==> src/rtl/scan_sequencer.sv <==
// Scan-phase sequencer: walks steps 0..LAST_STEP, unpacks each 60-bit move packet
// into single move codes for the motor executor and requests a capture after each step.
// Optional build macro SCAN_TIMEOUT_EN adds a watchdog on the three wait states.
module scan_sequencer #(
  parameter int unsigned LAST_STEP      = 48,
  parameter logic [23:0] TIMEOUT_CYCLES = 24'd10_000_000
) (
  input  logic        clock,
  input  logic        reset_n,
  input  logic        start,
  input  logic        abort,
  output logic        send_setup_moves,
  output logic [5:0]  counter,
  input  logic [59:0] moves,
  input  logic        new_moves,
  output logic        move_valid,
  output logic [3:0]  move_code,
  input  logic        move_ready,
  input  logic        move_done,
  output logic        capture_req,
  input  logic        capture_done,
  output logic        busy,
  output logic        done,
  output logic        error
);

  typedef enum logic [3:0] {
    S_IDLE, S_REQ, S_WAIT_PKT, S_SCAN, S_ISSUE,
    S_WAIT_DONE, S_CAPTURE, S_WAIT_CAP, S_FINISH
  } state_t;

  state_t      state_q;
  logic [5:0]  counter_q;
  logic [59:0] shreg_q;
  logic [3:0]  nib_cnt_q;
  logic        send_setup_moves_q;
  logic        move_valid_q;
  logic [3:0]  move_code_q;
  logic        capture_req_q;
  logic        busy_q;
  logic        done_q;
  logic        error_q;
  logic [3:0]  top_nib;
  logic        wd_expired;

  assign top_nib = shreg_q[59:56];

`ifdef SCAN_TIMEOUT_EN
  logic [23:0] wd_q;
  logic        in_wait;

  assign in_wait    = (state_q == S_WAIT_PKT) || (state_q == S_WAIT_DONE) ||
                      (state_q == S_WAIT_CAP);
  assign wd_expired = in_wait && (wd_q == TIMEOUT_CYCLES - 24'd1);

  // Every path into a wait state passes through a non-wait state, which clears the count.
  always_ff @(posedge clock or negedge reset_n) begin
    if (!reset_n) begin
      wd_q <= '0;
    end else if (in_wait) begin
      wd_q <= wd_q + 24'd1;
    end else begin
      wd_q <= '0;
    end
  end
`else
  logic unused_timeout;
  assign unused_timeout = ^TIMEOUT_CYCLES;
  assign wd_expired     = 1'b0;
`endif

  always_ff @(posedge clock or negedge reset_n) begin
    if (!reset_n) begin
      state_q            <= S_IDLE;
      counter_q          <= '0;
      shreg_q            <= '0;
      nib_cnt_q          <= '0;
      send_setup_moves_q <= 1'b0;
      move_valid_q       <= 1'b0;
      move_code_q        <= '0;
      capture_req_q      <= 1'b0;
      busy_q             <= 1'b0;
      done_q             <= 1'b0;
      error_q            <= 1'b0;
    end else begin
      send_setup_moves_q <= 1'b0;
      capture_req_q      <= 1'b0;
      done_q             <= 1'b0;
      if (abort || wd_expired) begin
        state_q      <= S_IDLE;
        move_valid_q <= 1'b0;
        busy_q       <= 1'b0;
        if (wd_expired) error_q <= 1'b1;
      end else begin
        case (state_q)
          S_IDLE: begin
            if (start) begin
              counter_q          <= '0;
              error_q            <= 1'b0;
              state_q            <= S_REQ;
              busy_q             <= 1'b1;
              send_setup_moves_q <= 1'b1;
            end
          end
          S_REQ: state_q <= S_WAIT_PKT;
          S_WAIT_PKT: begin
            if (new_moves) begin
              shreg_q   <= moves;
              nib_cnt_q <= 4'd15;
              state_q   <= S_SCAN;
            end
          end
          S_SCAN: begin
            if (nib_cnt_q == 4'd0) begin
              if (counter_q < 6'(LAST_STEP)) begin
                state_q       <= S_CAPTURE;
                capture_req_q <= 1'b1;
              end else begin
                state_q <= S_FINISH;
                done_q  <= 1'b1;
              end
            end else if (top_nib == 4'd0) begin
              shreg_q   <= {shreg_q[55:0], 4'h0};
              nib_cnt_q <= nib_cnt_q - 4'd1;
            end else if ((top_nib == 4'd1) || (top_nib >= 4'd14)) begin
              error_q <= 1'b1;
              state_q <= S_IDLE;
              busy_q  <= 1'b0;
            end else begin
              state_q      <= S_ISSUE;
              move_valid_q <= 1'b1;
              move_code_q  <= top_nib;
            end
          end
          S_ISSUE: begin
            if (move_ready) begin
              move_valid_q <= 1'b0;
              shreg_q      <= {shreg_q[55:0], 4'h0};
              nib_cnt_q    <= nib_cnt_q - 4'd1;
              state_q      <= S_WAIT_DONE;
            end
          end
          S_WAIT_DONE: if (move_done) state_q <= S_SCAN;
          S_CAPTURE:   state_q <= S_WAIT_CAP;
          S_WAIT_CAP: begin
            if (capture_done) begin
              counter_q          <= counter_q + 6'd1;
              state_q            <= S_REQ;
              send_setup_moves_q <= 1'b1;
            end
          end
          S_FINISH: begin
            state_q <= S_IDLE;
            busy_q  <= 1'b0;
          end
          default: begin
            state_q <= S_IDLE;
            busy_q  <= 1'b0;
          end
        endcase
      end
    end
  end

  assign send_setup_moves = send_setup_moves_q;
  assign counter          = counter_q;
  assign move_valid       = move_valid_q;
  assign move_code        = move_code_q;
  assign capture_req      = capture_req_q;
  assign busy             = busy_q;
  assign done             = done_q;
  assign error            = error_q;

endmodule

==> config.mk <==
export PLATFORM = sky130hd
export DESIGN_NAME = scan_sequencer
export DESIGN_NICKNAME = d
export VERILOG_FILES = /design/src/rtl/scan_sequencer.sv
export SDC_FILE = /design/constraint.sdc
export NUM_CORES = 1
export LEC_CHECK = 0
export ABC_AREA = 1
export CORE_ASPECT_RATIO = 1.4
export CORE_MARGIN = 2
export CORE_UTILIZATION = 48
export CTS_CLUSTER_SIZE = 12
export DETAILED_ROUTE_END_ITERATION = 8
export GPL_ROUTABILITY_DRIVEN = 0
export PLACE_DENSITY = 0.77
export SLEW_MARGIN = 20
export SYNTH_ARGS = -nofsm -noshare
export SYNTH_HDL_FRONTEND = slang
export SYNTH_SLANG_ARGS = --single-unit
export TNS_END_PERCENT = 100
==> constraint.sdc <==
create_clock -name clock -period 1.6 [get_ports clock]
set_input_delay 0.4 -clock clock [delete_from_list [all_inputs] [get_ports clock]]
set_output_delay 0.4 -clock clock [all_outputs]
set_load 0.01 [all_outputs]
==> results.py, run 1 <==
metrics = {
    "power_and_ir_drop": {
        "powerDensity_nw_per_um2": 1600,
        "p_leak_nw": 3.70,
        "vdd.ir_drop.worst_mv": 0.795,
    },
    "synthesis": {
        "yosys_warnings": 0,
        "synth_fa_ha_area_share_pct": 0.536,
        "synth_seq_area_share_pct": 45.0,
        "synth_edf_count": 0,
        "async_flop_share_pct": 100,
        "synth-compound-area-share_pct": 2.44,
        "synthXorXnorAreaFrac_pct": 0,
        "synthesis.nets": 737,
        "synthCells": 667,
        "ys_types": 27,
        "syn_area_sq_um": 4670,
        "ys_top_cells_by_count": "297 x nand2_1, 144 x nand3_1, 84 x dfrtp_1",
        "synth-simple-area-share_pct": 44.4,
        "synthDominantCellAreaShare_pct": 45.0,
        "synthMuxAreaShare_pct": 0.214,
        "yosysMostFrequentCell": "nand2_1",
        "synth_top_cell_by_area": "dfrtp_1",
        "synth_seq_cells": 84,
        "synth_ff_type": "dfrtp_1",
        "synth_area_leaders": "dfrtp_1 45%, nand2_1 24%, nand3_1 15%, nor2_1 2.7%, buf_2 2.6%",
        "avgSynthCellArea_sq_um": 7.00,
        "synth_top_family_by_area": "simple AND/OR/NAND/NOR gates",
    },
    "die": {
        "ios": 84,
        "core_area_sq_um": 9460,
        "start_util_pct": 49.3,
        "fp-row-count": 42,
        "fp.dieW_microns": 87.3,
        "die_h_microns": 121,
        "dieArea_sq_um": 10500,
    },
    "setup_path": {
        "crit_path_end_kind": "register",
        "r2r-end": "shreg_q[46]",
        "cp_max_fo": 10,
        "critical-path-max-stage-delay_ps": 390,
        "cp_slowest_cell": "dfrtp_1",
        "cp.arrival_ps": 1990,
        "crit_type": "reg -> reg",
        "crit_start": "nib_cnt_q[0]",
        "worstReg2RegStart": "nib_cnt_q[0]",
        "start_kind": "register",
        "crit_chain": "inv_1 -> ha_4 -> nand2_2 -> inv_2 -> nand2_2 -> nand2_2 -> nor2_4 -> nand2_4 -> buf_12 -> buf_16 -> nand2_1 -> nand2_1",
        "cp_common_cell": "nand2_2",
        "path_delay_family": "simple AND/OR/NAND/NOR gates",
        "crit_buf_inv": 4,
        "rrSetupSlack_ps": -170,
        "r2r.worst_path.cells": 12,
        "required_ps": 1820,
    },
    "timing": {
        "fmax_mhz": 565,
        "setup_viol": 64,
        "worst_pin_slew_ps": 453,
        "finalCriticalPeriod_ps": 1770,
        "whs_ps": -8.81,
        "grt_setup_unrepaired": "yes",
        "finalMaxSlewViolations": 0,
        "hold_viol": 10,
        "slew_headroom_pct": 69.8,
        "fin_worst_skew_ps": 15.1,
        "fin_ws_ps": -169,
        "post-route-period-util_pct": 111,
    },
    "final_layout": {
        "n_antenna_cell": 0,
        "syn2layout_area_growth_pct": 51.4,
        "layout-drive-gt1-share_pct": 23.7,
        "multi_input_area_sq_um": 2560,
        "seq_area_sq_um": 2110,
        "layout.nets": 871,
        "nFillCells": 651,
    },
    "detailed_routing": {
        "via_count": 5369,
        "routed_wl_mm": 16.5,
        "drc": 0,
        "postRouteAntennaNets": 0,
        "wl_per_cell_microns": 18.0,
        "via_per_inst": 5.86,
        "drt_pre_antenna_iters": 7,
        "first_iter_violations": 447,
    },
    "run_status": {
        "status": "finished with violations",
        "violations": "hold timing, setup timing",
    },
    "global_route": {
        "grt_pass1_wl_mm": 22.0,
        "grt_max_degree": 39,
        "grt_overflow": 0,
        "antenna_found_initial": 0,
        "gr-usage-all-layers_pct": 26.4,
        "grt_pass1_vias": 4878,
    },
    "place": {
        "portBuffers": 83,
        "hpwl_mm": 8.17,
        "pre_cts_ws_ps": -297,
    },
    "clock_tree": {
        "root_buffer": "clkbuf_16",
        "h-tree-depth": 3,
        "cts_tree": "done",
        "cts.sinks": 84,
        "path_clk_slew_ps": 60,
        "numCtsBuffers": 9,
        "clkLatencyLatePin_ps": 360,
        "clockBufferDepth": 2,
    },
    "hold_path": {
        "hp-class": "in -> async",
    },
    "job": {
        "cap_violations": 0,
    },
}
logic make-up (layout without fill, tap and decap cells):
logic type / Yosys count / in the layout
buffers and inverters: 68 / 207
and+or+nand+nor: 491 / 491
AOI/OAI and AO/OA: 21 / 21
adders and majority gates: 2 / 2
muxes: 1 / 1
DFF: 84 / 84
cell type report:
cell class | count | area share (%)
repair buffers | 163 | 25.7
well taps | 110 | 1.95
multi-input cells | 515 | 36.2
clock buffers | 12 | 3.77
clock inverters | 4 | 0.992
flip-flops and latches | 84 | 29.8
inverters | 28 | 1.56
worst max path at each step:
stage | depth (start not counted) | slack (ps) | end
finish | 12 | -170 | shreg_q[46]
detailed placement | 8 | -300 | shreg_q[43]
floorplan | 11 | 40 | nib_cnt_q[0]
global route | 12 | -230 | shreg_q[46]
CTS | 12 | -40 | shreg_q[54]
global placement | 8 | -230 | shreg_q[30]
repair_timing:
item	CTS	global route
cloned	4	10
endpoints found under the hold margin	0	0
pin swaps	4	22
endpoints found under the setup margin	82	84
hold buffers	0	0
resized for setup	55	83
buffers inserted	16	6
placed cells by master, fill, tap and decap left out, types with 8 or more instances in the layout:
cell and n:
inv_1 19, nand2_4 10, clkbuf_16 16, nand3_2 18
nand3_1 125, o21ai_0 8, clkdlybuf4s50_1 66, dfrtp_1 80
buf_12 10, nand2_2 32, nor2_1 26, buf_4 50
nand2_1 258, dlygate4sd2_1 13
metal layers:
metal | track usage (%) | part of all wire, % | vias to the layer above
met2 | 45.5 | 49 | 347
met5 | 0 | 0 | -
met1 | 30.8 | 36 | 2507
met3 | 4.51 | 7.4 | 110
li1 | - | - | 2405
met4 | 13.7 | 7.3 | 0
power breakdown:
part	total (W)	leakage (nW)	switching, W	internal (W)
combinational	0.00528	2.46	0.00297	0.00231
clock	0.00238	0.169	0.000894	0.00149
sequential	0.00365	1.07	0.000687	0.00296
registers in the layout (all words and copies together), names as in the netlist:
signal	count
busy	1
capture_req	1
counter	6
done	1
error	1
move_code	4
move_valid	1
nib_cnt_q	4
send_setup_moves	1
shreg_q	60
state_q	4
metrics by stage:
| step | util (%) | power, W | cell area, sq um | setup TNS (ps) | instances |
|---|---|---|---|---|---|
| 2_1_floorplan | - | 0.00591 | 4670 | 0 | 667 |
| 3_3_place_gp | 61.8 | 0.00707 | 5840 | -16640 | 867 |
| 3_5_place_dp | 61.8 | 0.00722 | 5840 | -21220 | 867 |
| 4_1_cts | 69.3 | 0.0101 | 6560 | -917 | 903 |
| 5_1_grt | 74.7 | 0.0119 | 7070 | -10210 | 916 |
| 6_report | 74.7 | 0.0113 | 7070 | -5260 | 916 |
Note: power is estimated with default switching activity, not from simulation.
==> run 2: changes to the inputs <==
--- a/config.mk
+++ b/config.mk
@@ -6,7 +6,6 @@
 export NUM_CORES = 1
 export LEC_CHECK = 0
 export ABC_AREA = 1
-export CORE_ASPECT_RATIO = 1.4
 export CORE_MARGIN = 2
 export CORE_UTILIZATION = 48
 export CTS_CLUSTER_SIZE = 12
==> run 2 against run 1 <==
  * The run ends with DRC, setup timing left
  * Core utilization down 1.8 points
  * Cell area down 3.7%
  * Clock power down 38%
  * Via count down 3.1%
  * Clock skew down 3.0 ps
  * Register-to-register slack worse by 30 ps
  * Non-clock buffer count down 2
  * Global-route usage down 2.6 points
  * Highest routed layer unchanged
==> results.py, run 2 (synthesis gave the netlist of run 1 again) <==
metrics = {
    "run_status": {
        "status": "finished with violations",
        "violations": "DRC, setup timing",
    },
    "timing": {
        "finalMaxSlewViolations": 0,
        "fin_ws_ps": -200,
        "grt_setup_unrepaired": "yes",
        "setup_viol": 66,
        "finalCriticalPeriod_ps": 1800,
        "hold_viol": 0,
        "slew_headroom_pct": 81.3,
        "worst_pin_slew_ps": 281,
        "post-route-period-util_pct": 112,
        "fmax_mhz": 556,
        "whs_ps": 391,
        "fin_worst_skew_ps": 12.0,
    },
    "power_and_ir_drop": {
        "combPwrFrac_pct": 49.8,
        "p_leak_nw": 3.55,
        "vdd.ir_drop.worst_mv": 0.736,
        "pwr-share-seq_pct": 35.5,
        "power.internal_w": 0.00591,
        "powerDensity_nw_per_um2": 1480,
        "p_sw_share_pct": 41.3,
        "clkPwrFrac_pct": 14.7,
        "power_switching_w": 0.00416,
        "p_total_w": 0.0101,
    },
    "die": {
        "core_area_sq_um": 9330,
        "ios": 84,
        "die_h_microns": 103,
        "fp.dieW_microns": 103,
        "start_util_pct": 50.0,
        "dieArea_sq_um": 10500,
        "fp-row-count": 35,
    },
    "setup_path": {
        "crit_type": "reg -> reg",
        "cp_max_fo": 12,
        "start_kind": "register",
        "crit_path_end_kind": "register",
        "cp.arrival_ps": 2040,
        "required_ps": 1840,
    },
    "final_layout": {
        "n_antenna_cell": 0,
        "largest_register_ffs": 60,
        "nFillCells": 692,
        "seq_area_sq_um": 2100,
        "layout.nets": 869,
        "mostFrequentLayoutCells": "245 x nand2_1, 137 x nand3_1, 82 x dfrtp_1",
        "final_common_cell": "nand2_1",
        "layout-drive-gt1-share_pct": 22.4,
        "largest-register": "shreg_q",
        "design_area_sq_um": 6800,
        "multi_input_area_sq_um": 2520,
        "syn2layout_area_growth_pct": 45.7,
    },
    "clock_tree": {
        "path_clk_slew_ps": 90,
        "clockBufferDepth": 2,
        "h-tree-depth": 3,
        "clkLatencyLatePin_ps": 350,
        "root_buffer": "clkbuf_8",
        "numCtsBuffers": 9,
        "cts_tree": "done",
        "cts.sinks": 84,
    },
    "global_route": {
        "antenna_found_initial": 0,
        "grt_pass1_vias": 4457,
        "grt_pass1_wl_mm": 20.1,
        "gr-usage-all-layers_pct": 23.8,
        "grt_max_degree": 41,
        "grt_overflow": 0,
    },
    "detailed_routing": {
        "drc": 1,
        "postRouteAntennaNets": 0,
        "via_per_inst": 5.58,
        "drt_pre_antenna_iters": 8,
        "via_count": 5204,
        "routed_wl_mm": 14.8,
        "first_iter_violations": 382,
        "wl_per_cell_microns": 15.8,
    },
    "place": {
        "hpwl_mm": 8.22,
        "portBuffers": 83,
        "dpl_cell_area_sq_um": 5850,
    },
    "job": {
        "cap_violations": 0,
    },
    "hold_path": {
        "hp-class": "in -> reg",
    },
}
[run 2: what timing repair did]
action / 4_1_cts / 5_1_grt
endpoints found under the hold margin: 15 / 0
setup buffers: 11 / 15
setup endpoints to repair: 82 / 78
cloned: 1 / 10
gates resized for setup: 32 / 96
pin swaps: 2 / 7
hold buffers: 1 / 0
[run 2: worst paths after layout]
check                              end  slack (ps)  depth (start not counted)        start
min in group asynchronous   counter[3]         460                          2      reset_n
max in group asynchronous  shreg_q[13]         630                          3      reset_n
hold reg to reg            shreg_q[15]         470                          2  shreg_q[15]
setup / recovery           shreg_q[28]        -200                         11   state_q[3]
hold / removal                    done         390                          2        abort
setup reg to reg           shreg_q[28]        -200                         11   state_q[3]
[run 2: layout make-up]
class / instances / area share (%)
Multi-Input combinational cell: 515 / 37.1
Sequential cell: 84 / 30.9
Timing Repair Buffer: 161 / 25.3
Tap cell: 129 / 2.37
Clock buffer: 10 / 1.88
Inverter: 28 / 1.55
Clock inverter: 6 / 0.809
[run 2: metal layers]
layer / part of all wire (%) / track usage [%]
met5: 0 / 0
met1: 41 / 32.1
met3: 7.1 / 3.59
met4: 2.4 / 7.18
met2: 49 / 40.1
[run 2: power by group through the flow]
stage	clock network [W]	logic, W	registers (W)
2_1_floorplan	0	0.00251	0.00339
3_3_place_gp	0	0.00363	0.00344
3_5_place_dp	0	0.00375	0.00347
4_1_cts	0.00148	0.00391	0.00343
5_1_grt	0.00158	0.00547	0.00367
6_report	0.00148	0.00502	0.00358
[run 2: stage by stage]
stage	TNS (ps)	util (%)	setup WS [ps]	cells
2_1_floorplan	0	-	44.3	667
3_3_place_gp	-16400	62.7	-275	880
3_5_place_dp	-18470	62.7	-364	880
4_1_cts	-501	66.2	-23.0	909
5_1_grt	-11220	72.9	-245	933
6_report	-7980	72.9	-200	933
[run 2: critical path, stage by stage, from the launching register on]
cell       delay [ps]
dfrtp_1           470
inv_2             110
nand2_2           110
nor2_4            190
nor2_2             80
o21ai_4            70
buf_12            150
nand2_8            60
buf_12            150
clkbuf_16         170
nand2_1            80
nand2_1            70
==> run 3: changes to the inputs <==
--- a/config.mk
+++ b/config.mk
@@ -8,9 +8,11 @@
 export ABC_AREA = 1
 export CORE_MARGIN = 2
 export CORE_UTILIZATION = 48
+export CTS_CLUSTER_DIAMETER = 50
 export CTS_CLUSTER_SIZE = 12
 export DETAILED_ROUTE_END_ITERATION = 8
 export GPL_ROUTABILITY_DRIVEN = 0
+export HOLD_SLACK_MARGIN = 0.05
 export PLACE_DENSITY = 0.77
 export SLEW_MARGIN = 20
 export SYNTH_ARGS = -nofsm -noshare
==> results of run 3 <==
No change in the layout: final DEF, timing and power equal those of run 2.
